$ cat config.mk
export PLATFORM = sky130hd
export DESIGN_NAME = weight_hs_rr_arbiter
export DESIGN_NICKNAME = d
export VERILOG_FILES = /design/src/rtl/weight_hs_rr_arbiter.sv
export SDC_FILE = /design/constraint.sdc
export NUM_CORES = 1
export LEC_CHECK = 0
export ABC_AREA = 1
export CAP_MARGIN = 30
export CORE_MARGIN = 2
export CORE_UTILIZATION = 48
export CTS_CLUSTER_DIAMETER = 60
export CTS_CLUSTER_SIZE = 28
export DETAILED_ROUTE_END_ITERATION = 10
export HOLD_SLACK_MARGIN = 0.03
export PLACE_DENSITY = 0.76
export SLEW_MARGIN = 5
export SYNTH_ARGS = -nofsm -noshare
export SYNTH_HDL_FRONTEND = slang
export SYNTH_SLANG_ARGS = --single-unit
$ cat constraint.sdc
create_clock -name clk -period 4.5 [get_ports clk]
set_input_delay 1.35 -clock clk [delete_from_list [all_inputs] [get_ports clk]]
set_output_delay 1.35 -clock clk [all_outputs]
set_load 0.005 [all_outputs]
$ cat src/rtl/weight_hs_rr_arbiter.sv
// Weighted round-robin valid/ready stream merge with packet-level grant locking.
// Optional concurrent assertions are compiled in when WEIGHT_HS_RR_ARB_SVA_EN is defined.
module weight_hs_rr_arbiter #(
   parameter int                          REQ_NUM  = 8,
   parameter bit                          USE_LAST = 1'b1,
   parameter int                          WEIGHT_W = 4,
   parameter logic [REQ_NUM*WEIGHT_W-1:0] WEIGHTS  = {REQ_NUM{4'd1}}
) (
   input  logic               clk,
   input  logic               rstn,
   input  logic [REQ_NUM-1:0] valid_in,
   input  logic [REQ_NUM-1:0] payload_in,
   input  logic [REQ_NUM-1:0] last_in,
   input  logic               ready_out,
   output logic [REQ_NUM-1:0] ready_in,
   output logic               valid_out,
   output logic               payload_out,
   output logic               last_out
);

   localparam int IDX_W = (REQ_NUM > 1) ? $clog2(REQ_NUM) : 1;

   logic [IDX_W-1:0]    ptr_q, ptr_d;
   logic [IDX_W-1:0]    owner_q, owner_d;
   logic                locked_q, locked_d;
   logic [WEIGHT_W-1:0] cnt_q, cnt_d;

   logic [IDX_W:0]      pick_s;
   logic [IDX_W-1:0]    sel_s;
   logic                grant_ok_s;
   logic                fire_s;
   logic                unit_done_s;
   logic [WEIGHT_W:0]   cnt_inc_s;
   logic                grant_end_s;

   function automatic logic [IDX_W-1:0] wrap_add(input logic [IDX_W-1:0] base,
                                                 input int unsigned      off);
      int unsigned sum;
      sum = 32'(base) + off;
      sum = (sum >= 32'(REQ_NUM)) ? (sum - 32'(REQ_NUM)) : sum;
      return sum[IDX_W-1:0];
   endfunction

   // Returns {hit, index} of the first request found scanning upward from base.
   function automatic logic [IDX_W:0] rr_pick(input logic [REQ_NUM-1:0] req,
                                              input logic [IDX_W-1:0]   base);
      logic             hit;
      logic [IDX_W-1:0] pick;
      logic [IDX_W-1:0] cand;
      hit  = 1'b0;
      pick = base;
      for (int k = 0; k < REQ_NUM; k++) begin
         cand = wrap_add(base, 32'(k));
         pick = (!hit && req[cand]) ? cand : pick;
         hit  = hit | req[cand];
      end
      return {hit, pick};
   endfunction

   // A zero weight field still grants one unit.
   function automatic logic [WEIGHT_W:0] weight_of(input logic [IDX_W-1:0] idx);
      logic [WEIGHT_W-1:0] w;
      w = '0;
      for (int i = 0; i < REQ_NUM; i++) begin
         w = (idx == IDX_W'(i)) ? WEIGHTS[i*WEIGHT_W +: WEIGHT_W] : w;
      end
      return (w == '0) ? {{WEIGHT_W{1'b0}}, 1'b1} : {1'b0, w};
   endfunction

   // Grant selection: the owner while locked, otherwise the round-robin winner.
   always_comb begin
      pick_s     = rr_pick(valid_in, ptr_q);
      sel_s      = locked_q ? owner_q : pick_s[IDX_W-1:0];
      grant_ok_s = locked_q | pick_s[IDX_W];
   end

   // Zero-latency datapath; ready_out only reaches ready_in, never valid_out.
   always_comb begin
      valid_out   = rstn & valid_in[sel_s];
      payload_out = rstn & payload_in[sel_s];
      last_out    = rstn & last_in[sel_s] & USE_LAST;
      ready_in    = {{(REQ_NUM-1){1'b0}}, 1'b1} << sel_s;
      ready_in    = ready_in & {REQ_NUM{ready_out & grant_ok_s & rstn}};
   end

   // Grant bookkeeping: count completed units and release the grant once the weight is used up.
   always_comb begin
      fire_s      = valid_out & ready_out;
      unit_done_s = fire_s & (USE_LAST ? last_in[sel_s] : 1'b1);
      cnt_inc_s   = {1'b0, cnt_q} + {{WEIGHT_W{1'b0}}, 1'b1};
      grant_end_s = unit_done_s & (cnt_inc_s >= weight_of(sel_s));
      ptr_d       = ptr_q;
      owner_d     = owner_q;
      locked_d    = locked_q;
      cnt_d       = cnt_q;
      if (grant_end_s) begin
         locked_d = 1'b0;
         cnt_d    = '0;
         ptr_d    = wrap_add(sel_s, 32'd1);
      end else if (fire_s) begin
         locked_d = 1'b1;
         owner_d  = sel_s;
         cnt_d    = cnt_q + WEIGHT_W'(unit_done_s);
      end else begin
         locked_d = locked_q;
      end
   end

   // State registers.
   always_ff @(posedge clk or negedge rstn) begin
      if (!rstn) begin
         ptr_q    <= '0;
         owner_q  <= '0;
         locked_q <= 1'b0;
         cnt_q    <= '0;
      end else begin
         ptr_q    <= ptr_d;
         owner_q  <= owner_d;
         locked_q <= locked_d;
         cnt_q    <= cnt_d;
      end
   end

`ifdef WEIGHT_HS_RR_ARB_SVA_EN
   a_rdy_onehot: assert property (@(posedge clk) disable iff (!rstn) $onehot0(ready_in));
   a_hold: assert property (@(posedge clk) disable iff (!rstn)
      (valid_out & !ready_out) |=> ($stable(payload_out) & valid_out));
   a_lock_owner: assert property (@(posedge clk) disable iff (!rstn) locked_q |-> (sel_s == owner_q));
   for (genvar gi = 0; gi < REQ_NUM; gi++) begin : g_rdy_chk
      a_rdy_valid: assert property (@(posedge clk) disable iff (!rstn)
         ready_in[gi] |-> (valid_out == valid_in[gi]));
   end
`else
`endif

endmodule

==> results.yml, run 1 <==
status:
  haltStage: "global routing"
  error: "[ERROR DPL-0038] Utilization greater than 100%, impossible to legalize"
  outcome: "did not finish"
synthesis:
  synth_adder_area_share: 0.0674
  synthFlopType: "dfrtp_1"
  synth-compound-area-share: 0.0778
  async_reset_ff_frac: 1.00
  netlist_area_um2: 2040
  yosys_warnings: 0
  muxShareOfSynthArea: 0
  synth_top_family_by_area: "simple AND/OR/NAND/NOR gates"
  synth_nets: 375
  synth-simple-area-share: 0.585
  syn_inst: 337
  ys_ff_latch: 11
  synth-xor-area-share: 0.0294
  ys_seq_area_frac: 0.135
  synth_edf_count: 0
  avgSynthCellArea_um2: 6.06
  synth_cell_types: 35
floorplan:
  die_w_um: 69.2
  start_util: 0.504
  die_h_um: 69.2
  num_io_pins: 38
  num_rows: 23
placed_design:
  hpwl_mm: 4.99
  numPortBuffers: 37
  gp_congestion: 0.918
  placed_cell_area_um2: 2790
clock_tree:
  cts_buffers: 3
  htree_levels: 1
  cts_root_buf: "clkbuf_8"
  cts_buffer_depth: 2
  clock-sinks: 11
timing:
  crit_endpoint: "ready_in[3]"
  worst-ep-kind: "primary output"
global_routing:
  grt_max_degree: 14
## cell usage after synthesis, types with 2 or more instances
cell	n	area, um2
buf_2	2	10.0
nand2_2	11	68.8
o21ai_0	2	10.0
dfrtp_1	11	275
xor2_1	3	26.3
nor2_4	3	33.8
buf_6	2	22.5
nand4_1	5	31.3
inv_2	8	30.0
nand3_2	6	60.1
nand3_1	66	330
o211ai_1	7	52.6
o21ai_1	3	15.0
nand2_1	108	405
inv_1	38	143
nand3b_1	5	37.5
nand3_4	2	35.0
nor2_1	21	78.8
nand2_4	3	33.8
a21oi_1	3	15.0
xnor2_1	2	17.5
nor2_8	2	40.0
ha_1	11	138
a21oi_4	2	32.5
## per-stage QoR
step,instances,worst slack [ns]
2_1_floorplan,337,0.0820
3_3_place_gp,466,-1.05
3_5_place_dp,466,-1.08
4_1_cts,504,-0.240
## kinds of logic after synthesis
logic type / count (synthesis)
and+or+nand+nor: 236
buffers and inverters: 52
AOI/OAI and AO/OA: 21
adders and majority gates: 11
DFF: 11
xor gates and xnor gates: 6
## timing repair
action                     4_1_cts
buffers inserted                34
hold buffers                     0
gates resized for setup        194
setup endpoints to repair       11
hold endpoints to repair         0
pin swaps                       73
==> run 2, diff against run 1 <==
CORE_UTILIZATION = 39   (was 48)
CTS_CLUSTER_DIAMETER = not set   (was 60)
CTS_CLUSTER_SIZE = not set   (was 28)
HOLD_SLACK_MARGIN = not set   (was 0.03)
PLACE_DENSITY = not set   (was 0.76)
PLACE_DENSITY_LB_ADDON = 0.15   (was not set)
clock period = 5.85 ns   (was 4.5 ns; I/O delays follow)
==> run 2 against run 1 <==
Net effect:
- area after synthesis did not move
- synthesized cell count did not move
- the run now ends clean
==> results.yml, run 2 <==
floorplan:
  start_util: 0.403
  die_w_um: 76.4
  num_rows: 26
  num_io_pins: 38
  core_um2: 5070
  die_h_um: 76.4
  dieArea_um2: 5830
synthesis:
  synth.most_common_cell: "nand2_1"
  synthFlopType: "dfrtp_1"
  synth.largest_area_cell: "nand2_1"
  netlist.area_leader.share: 0.198
  netlist_top_cells_count: "108 x nand2_1, 66 x nand3_1, 38 x inv_1, 21 x nor2_1"
  synth_edf_count: 0
  netlist_area_um2: 2040
  synth_nets: 375
  yosys_warnings: 0
  synth_cell_types: 35
  async_reset_ff_frac: 1.00
  ys_ff_latch: 11
  ys_seq_area_frac: 0.135
  synth_area_leaders: "nand2_1 20%, nand3_1 16%, dfrtp_1 13%"
  avgSynthCellArea_um2: 6.06
  syn_inst: 337
detailed_routing:
  vias: 2608
  wl_per_cell_um: 13.9
  viasPerCell: 5.20
  drtIter0Drc: 166
  drtAntennaViolNets: 0
  routed_wirelength_mm: 6.97
  drc: 0
  firstDrtPassIters: 4
clock_tree:
  cts_buffer_depth: 2
  cts_tree: "yes"
  clock-sinks: 11
  hold_buffers: 0
  clkLatencyLatePin_ns: 0.23
  htree_levels: 1
  cts_buffers: 3
  cts_root_buf: "clkbuf_8"
  path_clk_slew_ns: 0.05
critical_path:
  cp.depth: 23
  critPathCaptureType: "output pin"
  crit_top_cell: "nand2_1"
  cpPeakStageDelay_ns: 0.27
  path_class: "in -> out"
  cp_cell_sequence: "buf_6, nand2_2, nand3_2, nand2_2, nand2_2, nand2_4, nand2_1, nor2_2, nand2_1, nand3_1, nand2_1, nand2_1, nand2_1, nand2_1, nand2_1, nand2_2, nand2_2, nand2_4, buf_4, nand3_2, nand2_2, nor2_1, dlygate4sd2_1"
  cp.arrival_ns: 3.97
  r2r_cells: 26
  cpMaxStageDelayCell: "dlygate4sd2_1"
  cp.buffers_inverters: 3
  cp_top_family: "simple AND/OR/NAND/NOR gates"
  crit_fanout: 5
  start_kind: "primary input"
  required_ns: 4.09
layout:
  design_area_um2: 3310
  area_growth_pct: 62.0
  antennaDiodeCount: 0
  reg_top3: "cnt_q: 4 flops, owner_q: 3 flops, ptr_q: 3 flops"
  final_common_cell: "nand2_1"
  fillers: 444
  nets: 471
  mostFrequentLayoutCells: "74 x nand2_1, 55 x buf_4, 47 x nand3_1"
  largest_register: "cnt_q"
  largest_register_ffs: 4
  drive_gt1_frac: 0.414
timing:
  worst_pin_slew_ns: 0.626
  slew_viol_final: 0
  min_period_over_period: 0.979
  timing.hold.ws_ns: 0.510
  setup_viol: 0
  rsz0062_at_grt: "true"
  clock.fmax_mhz: 175
  relSlewSlack: 0.581
  hold_viol_final: 0
  finClkSkew_ns: 0.000690
  fin_crit_ns: 5.72
placed_design:
  numPortBuffers: 37
  gp_congestion: 0.870
  placed_cell_area_um2: 2690
  hpwl_mm: 4.70
min_path:
  hp-class: "reg -> reg"
  min_path_cells: 2
global_routing:
  track_usage: 0.218
  grt_max_degree: 16
  grt_pass1_vias: 2377
  antenna_found_initial: 0
  gr-total-overflow: 0
  grt_pass1_wl_mm: 10.6
status:
  outcome: "finished, final reports clean"
run:
  cap_viol_max_count: 0
run 2: cell counts after synthesis:
Identical to the previous run, type by type.
run 2: per-layer routing:
layer | global-route usage | vias up | wire length (um)
li1 | - | 1291 | -
met2 | 0.395 | 69 | 3530
met3 | 0.0107 | 22 | 213
met5 | 0 | - | 0
met4 | 0.0673 | 0 | 219
met1 | 0.277 | 1226 | 3010
run 2: repair_timing:
item / in CTS / in global routing
resized for setup: 73 / 92
pin swaps: 33 / 40
endpoints found under the setup margin: 11 / 11
setup buffers: 20 / 10
run 2: cells by family after synthesis:
kind of cell / count (synthesis) / share of synthesized area
fa+ha+maj: 11 / 0.0674
xor+xnor: 6 / 0.0294
simple gates: 236 / 0.585
compound gates: 21 / 0.0778
buf+inv: 52 / 0.106
flops: 11 / 0.135
run 2: area by class of cell:
class                   instances  area, um2  area share
multi-input cells             274       1910       0.576
repair buffers                 97        821       0.248
flip-flops and latches         11        275      0.0831
inverters                      46        175      0.0529
well taps                      70       87.6      0.0265
clock buffers                   4       45.0      0.0136
run 2: worst register-to-register path: stages, from the launching register on:
cell	delay (ns)
dfrtp_1	0.38
inv_2	0.36
ha_1	0.45
inv_1	0.31
nand3_2	0.17
nand2_2	0.12
nor2_1	0.05
o21bai_4	0.19
buf_4	0.16
nor2_8	0.15
nand3_4	0.10
nand2_2	0.11
nand3_4	0.11
buf_6	0.16
buf_4	0.12
nand3_1	0.06
nand3_1	0.09
nand3_1	0.10
nand2_2	0.08
buf_4	0.14
buf_4	0.17
nor2_4	0.14
ha_1	0.19
ha_1	0.16
xor2_1	0.14
o211ai_1	0.10
nand2_1	0.10
run 2: final timing paths:
check | slack, ns | end | startpoint
max | 0.13 | valid_out | valid_in[1]
min | 0.51 | owner_q[1]$_DFFE_PN0P_ | owner_q[1]$_DFFE_PN0P_
max reg2reg | 1.39 | cnt_q[2]$_DFFE_PN0P_ | ptr_q[0]$_DFFE_PN0P_
min reg2reg | 0.51 | owner_q[1]$_DFFE_PN0P_ | owner_q[1]$_DFFE_PN0P_
max in group asynchronous | 3.85 | cnt_q[2]$_DFFE_PN0P_ | rstn
min in group asynchronous | 1.85 | cnt_q[1]$_DFFE_PN0P_ | rstn
run 2: metrics by stage:
step | instances | util | worst slack (ns) | TNS, ns
final | 502 | 0.652 | 0.125 | 0
after global routing | 502 | 0.652 | -0.0842 | -0.240
after CTS | 493 | 0.597 | -0.0320 | -0.0610
after detailed placement | 469 | 0.530 | -0.558 | -5.16
after global placement | 469 | 0.530 | -0.529 | -4.95
after floorplan | 337 | - | 0.622 | 0
Power of run 2 is not shown: default switching activity piles up to over one toggle a cycle in this logic, so the estimate is an artifact.
